==> src/rtl/condicionador_sensores_if.sv <==
// Sensor conditioner bus: raw wall-sensor inputs plus filtered levels and status.
interface condicionador_sensores_if;
    logic       head_raw;
    logic       left_raw;
    logic       head;
    logic       left;
    logic       atualizado;
    logic [7:0] glitches;

    modport master (
        output head_raw, left_raw,
        input  head, left, atualizado, glitches
    );

    modport slave (
        input  head_raw, left_raw,
        output head, left, atualizado, glitches
    );
endinterface

==> src/rtl/condicionador_sensores.sv <==
// Two-channel wall-sensor conditioner: 2-flop synchronizer, per-channel debounce FSM,
// shared update pulse and saturating glitch counter. All state updates on the falling edge.
module condicionador_sensores #(
    parameter int unsigned DEBOUNCE = 4
) (
    input logic                      clock,
    input logic                      reset,
    condicionador_sensores_if.slave  bus
);
    typedef enum logic {StEstavel, StConfirmando} state_e;

    localparam logic [7:0] CntLast = 8'(DEBOUNCE - 1);

    logic [1:0] raw;
    logic [1:0] sync1_q, sync2_q;
    logic [1:0] filt_q, filt_d;
    logic [1:0] commit, reject;
    state_e     state_q [2];
    state_e     state_d [2];
    logic [7:0] cnt_q [2];
    logic [7:0] cnt_d [2];
    logic       atualizado_q, atualizado_d;
    logic [7:0] glitches_q, glitches_d;
    logic [8:0] glitch_sum;

    // Index 0 is the front (head) channel, index 1 the left channel.
    assign raw = {bus.left_raw, bus.head_raw};

    always_comb begin
        filt_d = filt_q;
        commit = '0;
        reject = '0;
        for (int i = 0; i < 2; i++) begin
            state_d[i] = state_q[i];
            cnt_d[i]   = cnt_q[i];
            unique case (state_q[i])
                StEstavel: begin
                    if (sync2_q[i] != filt_q[i]) begin
                        state_d[i] = StConfirmando;
                        cnt_d[i]   = 8'd1;
                    end else begin
                        cnt_d[i] = 8'd0;
                    end
                end
                StConfirmando: begin
                    if (sync2_q[i] == filt_q[i]) begin
                        reject[i]  = 1'b1;
                        state_d[i] = StEstavel;
                        cnt_d[i]   = 8'd0;
                    end else if (cnt_q[i] == CntLast) begin
                        commit[i]  = 1'b1;
                        filt_d[i]  = sync2_q[i];
                        state_d[i] = StEstavel;
                        cnt_d[i]   = 8'd0;
                    end else begin
                        cnt_d[i] = cnt_q[i] + 8'd1;
                    end
                end
                default: begin
                    state_d[i] = StEstavel;
                    cnt_d[i]   = 8'd0;
                end
            endcase
        end
    end

    // Both channels can reject on the same edge, so add up to two and clamp at 255.
    always_comb begin
        glitch_sum   = {1'b0, glitches_q} + {8'd0, reject[0]} + {8'd0, reject[1]};
        glitches_d   = glitch_sum[8] ? 8'hFF : glitch_sum[7:0];
        atualizado_d = |commit;
    end

    always_ff @(negedge clock) begin
        if (reset) begin
            sync1_q      <= '0;
            sync2_q      <= '0;
            filt_q       <= '0;
            atualizado_q <= 1'b0;
            glitches_q   <= '0;
            for (int i = 0; i < 2; i++) begin
                state_q[i] <= StEstavel;
                cnt_q[i]   <= '0;
            end
        end else begin
            sync1_q      <= raw;
            sync2_q      <= sync1_q;
            filt_q       <= filt_d;
            atualizado_q <= atualizado_d;
            glitches_q   <= glitches_d;
            for (int i = 0; i < 2; i++) begin
                state_q[i] <= state_d[i];
                cnt_q[i]   <= cnt_d[i];
            end
        end
    end

    assign bus.head       = filt_q[0];
    assign bus.left       = filt_q[1];
    assign bus.atualizado = atualizado_q;
    assign bus.glitches   = glitches_q;
endmodule

==> src/flat_wrapper.sv <==
// flat-port wrapper written by rule: the top's interface ports become plain ports
module condicionador_sensores_flat 
#(
    parameter int unsigned DEBOUNCE = 4
)
  (clock, reset, bus_head_raw, bus_left_raw, bus_head, bus_left, bus_atualizado, bus_glitches);
  condicionador_sensores_if bus_i ();
  input logic clock;
  input logic reset;
  input wire logic [$bits(bus_i.head_raw)-1:0] bus_head_raw;
  input wire logic [$bits(bus_i.left_raw)-1:0] bus_left_raw;
  output wire logic [$bits(bus_i.head)-1:0] bus_head;
  output wire logic [$bits(bus_i.left)-1:0] bus_left;
  output wire logic [$bits(bus_i.atualizado)-1:0] bus_atualizado;
  output wire logic [$bits(bus_i.glitches)-1:0] bus_glitches;
  assign bus_i.head_raw = bus_head_raw;
  assign bus_i.left_raw = bus_left_raw;
  assign bus_head = bus_i.head;
  assign bus_left = bus_i.left;
  assign bus_atualizado = bus_i.atualizado;
  assign bus_glitches = bus_i.glitches;
  condicionador_sensores #(.DEBOUNCE(DEBOUNCE)) u_core (.clock(clock), .reset(reset), .bus(bus_i));
endmodule
==> config.mk <==
export PLATFORM = sky130hd
export DESIGN_NAME = condicionador_sensores_flat
export DESIGN_NICKNAME = d
export VERILOG_FILES = /design/src/rtl/condicionador_sensores_if.sv /design/src/rtl/condicionador_sensores.sv /design/src/flat_wrapper.sv
export SDC_FILE = /design/constraint.sdc
export NUM_CORES = 1
export LEC_CHECK = 0
export CAP_MARGIN = 20
export CORE_ASPECT_RATIO = 1.75
export CORE_MARGIN = 1
export CORE_UTILIZATION = 30
export DETAILED_ROUTE_END_ITERATION = 7
export GPL_TIMING_DRIVEN = 0
export SETUP_SLACK_MARGIN = 0.15
export SYNTH_ARGS = -nofsm -noshare
export SYNTH_HDL_FRONTEND = slang
export SYNTH_SLANG_ARGS = --single-unit
==> constraint.sdc <==
create_clock -name clock -period 2 [get_ports clock]
set_input_delay 0.4 -clock clock [delete_from_list [all_inputs] [get_ports clock]]
set_output_delay 0.4 -clock clock [all_outputs]
set_load 0.02 [all_outputs]
---- Yosys cells after proc, flatten, opt, wreduce, memory -nomap -nowiden ----
Memory sizes are Yosys's and may differ from the RTL's.
Index checks and enable logic that the tools add are counted.
storage, ports and cells
  flip-flop bits (word level) ............. 15
  memory bits (writable) .................. 18
  input port bits ......................... 4
  output and inout bits ................... 11
  logic and storage cells ................. 63
  memories ................................ 2
memories
  name            depth  width  read ports  clocked after Yosys merged registers in  write ports  RTL line                      source
  u_core.cnt_q    2      8      2           0                                        2            condicionador_sensores.sv:20  logic [7:0] cnt_q [2];
  u_core.state_q  2      1      2           0                                        2            condicionador_sensores.sv:18  state_e state_q [2];
cells by class
  add/sub/neg operators ................... 4
  equal/unequal tests ..................... 6
  multiplexer cells ....................... 34
  bitwise logic cells ..................... 8
  reductions and logical operators ........ 3
operator list
  cell                 count
  $mux 8               7
  $pmux 8 s2           2
  $mux 1               23
  $add 8x1->8 const B  2
  $eq 8x2->1 const B   2
  $add 8x1->9          1
  $add 9x1->9          1
  $reduce_and 3->1     2
  $not 1->1            4
  $or 1x1->1           4
  $pmux 1 s2           2
  $eq 1x1->1           2
  $ne 1x1->1           2
  $reduce_or 2->1      1

---- Depth between registers and ports, before layout ----
Gate-level depths: netlist (run 1).
  depth after elaboration ................. 6
  depth in mapped cells ................... 8
  depth with buffers taken out ............ 8

==> results.yml, run 1 <==
critical_path:
  cp_cell_sequence: "buf_6"
  r2r_cells: 8
  crit_type: "reg -> out"
  r2r-start: "u_core.sync2_q[1]"
  r2r_end: "u_core.bus.glitches[5]"
  startpoint_type: "flop"
  endpoint: "bus_head"
  crit_slowest_cell: "dfxtp_4"
  critPathArrivalTime_ns: 1.84
  slowest_delay_ns: 0.37
  cp_max_fo: 3
  worst-r2r-setup-slack_ns: -0.16
  cp.depth: 1
  cp.required_ns: 1.60
  startpoint: "u_core.filt_q[0]"
  cp-end-kind: "primary output"
  cp_top_family: "flip-flops"
  critPathBufInv: 1
sta:
  fin_skew_ns: 0.0144
  hold_viol_final: 0
  setup_viol: 17
  worst_slack_ns: -0.237
  relSlewSlack: 0.694
  rsz0062_at_grt: "true"
  drv_slew: 0
  tightest_slew_ns: 0.452
die:
  initial_core_util: 0.316
  die_y_um: 92.9
  die_w_um: 53.9
  io_pins: 15
  die_area_um2: 5010
  rows: 32
  design.core.area_um2: 4480
hold_path:
  hold_class: "reg -> reg"
  min_path_cells: 1
  min_from: "u_core.sync1_q[1]"
clock_network:
  clockRootBuffer: "clkbuf_8"
  path_clk_slew_ns: 0.04
  cts_max_path_buffers: 2
  clk_latency_ns: 0.35
  cts.sinks: 33
  cts_buffers: 5
  cts_tree: "yes"
  h-tree-depth: 2
power_and_ir_drop:
  power.total_uw: 1460
  power_density_nw_per_um2: 707
  max-vdd-ir-drop_mv: 0.516
  p_leak_uw: 0.000839
cells_and_area:
  synthToLayoutAreaGrowth_pct: 46.5
  num_antenna_cells: 0
  drive_above_1_share: 0.293
  layout.cells.non_filler: 266
  seq_area_um2: 698
  final_common_cell: "inv_1"
  final_net_count: 222
  multiInputGateArea_um2: 808
  fillers: 436
  final_cell_mix: "40 x inv_1, 21 x dfxtp_1, 12 x buf_4, 12 x buf_6, 11 x nor3_1"
logic_synthesis:
  synth_cells: 149
  avgSynthCellArea_um2: 9.50
  synth.area.top_cells: "dfxtp_1 47%, nor3_1 3.9%, a211oi_1 3.7%, xor2_1 3.7%, or3_1 3.5%"
  syn_nets: 157
  synth-main-ff-cell: "dfxtp_1"
  synth-async-reset-ratio: 0
  synth_area_um2: 1420
  synth.top_cell.area_share: 0.467
  netlist-cell-type-count: 36
  synth-edff-count: 0
  ys_seq_area_frac: 0.467
  ys_ff_latch: 33
  synth_top_area_cell: "dfxtp_1"
  yosysWarnings: 0
place:
  gp_congestion: 0.812
  io_buffers: 14
  hpwl_um: 2400
  placedCellCount: 214
status:
  status: "complete, but fails checks"
  violations: "negative setup slack"
global_routing:
  grt_max_degree: 11
  grt_pass1_vias: 1493
  grt_antenna_before_repair: 0
  grt_pass1_wl_um: 6140
  groute.usage.overall: 0.169
  grt-ovfl-total: 0
run:
  maxCapViolCount: 0
detailed_routing:
  detail-route-antenna-nets: 0
  vias: 1370
  vias_per_cell: 5.15
  dr.pass1.iters: 4
  routed_wl_um: 3650
  wl_per_cell_um: 13.7
  drt-initial-drc-count: 28
  drc: 0
report_power, final:
group	leakage, µW	switching (µW)	internal, µW
clock	0.000222	422	325
sequential	0.000276	6.86	660
combinational	0.000342	28.5	23.1
flip-flops by register name, indices dropped and copies added (netlist names):
signal,cells
u_core.filt_q,2
u_core.state_q,2
u_core.bus.glitches,8
u_core.bus.atualizado,1
u_core.sync1_q,2
u_core.cnt_q,16
u_core.sync2_q,2
stage by stage:
stage / setup WS (ns) / util / cell area (µm²) / hold WS [ns] / TNS, ns
after floorplan: -0.0583 / - / 1490 / 0.414 / -0.0583
after global placement: -0.790 / 0.378 / 1700 / 0.426 / -25.73
after detailed placement: -0.808 / 0.378 / 1700 / 0.444 / -25.51
after CTS: -0.249 / 0.444 / 1990 / 0.446 / -3.75
after global routing: -0.271 / 0.462 / 2070 / 0.451 / -3.84
final: -0.237 / 0.462 / 2070 / 0.435 / -3.06
cell families (layout without fill, tap and decap cells):
group / after synthesis / count (layout) / share of synthesized area
buffers and inverters: 12 / 78 / 0.0327
xor gates and xnor gates: 10 / 10 / 0.0619
adders and majority gates: 4 / 4 / 0.0407
and+or+nand+nor: 59 / 59 / 0.251
DFF: 33 / 33 / 0.467
AOI/OAI and AO/OA: 30 / 30 / 0.140
muxes: 1 / 1 / 0.00707
cells in the mapped netlist (2+ instances only):
master	n
ha_1	3
nor3_1	11
nand2_1	8
nand3b_1	2
inv_1	9
a211oi_1	7
nand3_1	8
xnor2_1	4
dfxtp_1	33
xor2_1	6
or3_1	8
a31oi_1	2
or4b_1	3
o21ai_0	7
nor2_1	4
a21oi_1	7
nor2b_1	4
nand4_1	5
how the worst min path moves through the flow:
stage,to
floorplan,u_core.sync2_q[1]
global placement,u_core.sync2_q[0]
detailed placement,u_core.sync2_q[1]
CTS,u_core.sync2_q[1]
global route,u_core.sync2_q[1]
finish,u_core.sync2_q[1]
final cells by class:
class / instances / area share
Clock inverter: 36 / 0.0670
Multi-Input combinational cell: 104 / 0.390
Clock buffer: 5 / 0.0332
Sequential cell: 33 / 0.337
Inverter: 9 / 0.0193
Timing Repair Buffer: 26 / 0.118
Tap cell: 51 / 0.0308
Buffer: 2 / 0.00483
routing by layer:
layer / part of all wire / vias up / GRT usage
met2: 0.58 / 26 / 0.291
met3: 0.033 / 6 / 0.0525
met4: 0.022 / 0 / 0.132
li1: - / 676 / -
met5: 0 / - / 0
met1: 0.37 / 662 / 0.151
repair_timing:
item | CTS | global route
hold buffers | 0 | 0
gates resized for setup | 85 | 8
setup endpoints to repair | 44 | 19
pin swaps | 0 | 4
setup buffers | 6 | 6
No activity file was read; power rests on OpenSTA's default activity.
==> run 2: changes to the inputs <==
--- a/config.mk
+++ b/config.mk
@@ -5,7 +5,7 @@
 export SDC_FILE = /design/constraint.sdc
 export NUM_CORES = 1
 export LEC_CHECK = 0
-export CAP_MARGIN = 20
+export CAP_MARGIN = 15
 export CORE_ASPECT_RATIO = 1.75
 export CORE_MARGIN = 1
 export CORE_UTILIZATION = 30
==> results of run 2 <==
No change in the layout: final DEF, timing and power equal those of run 1.
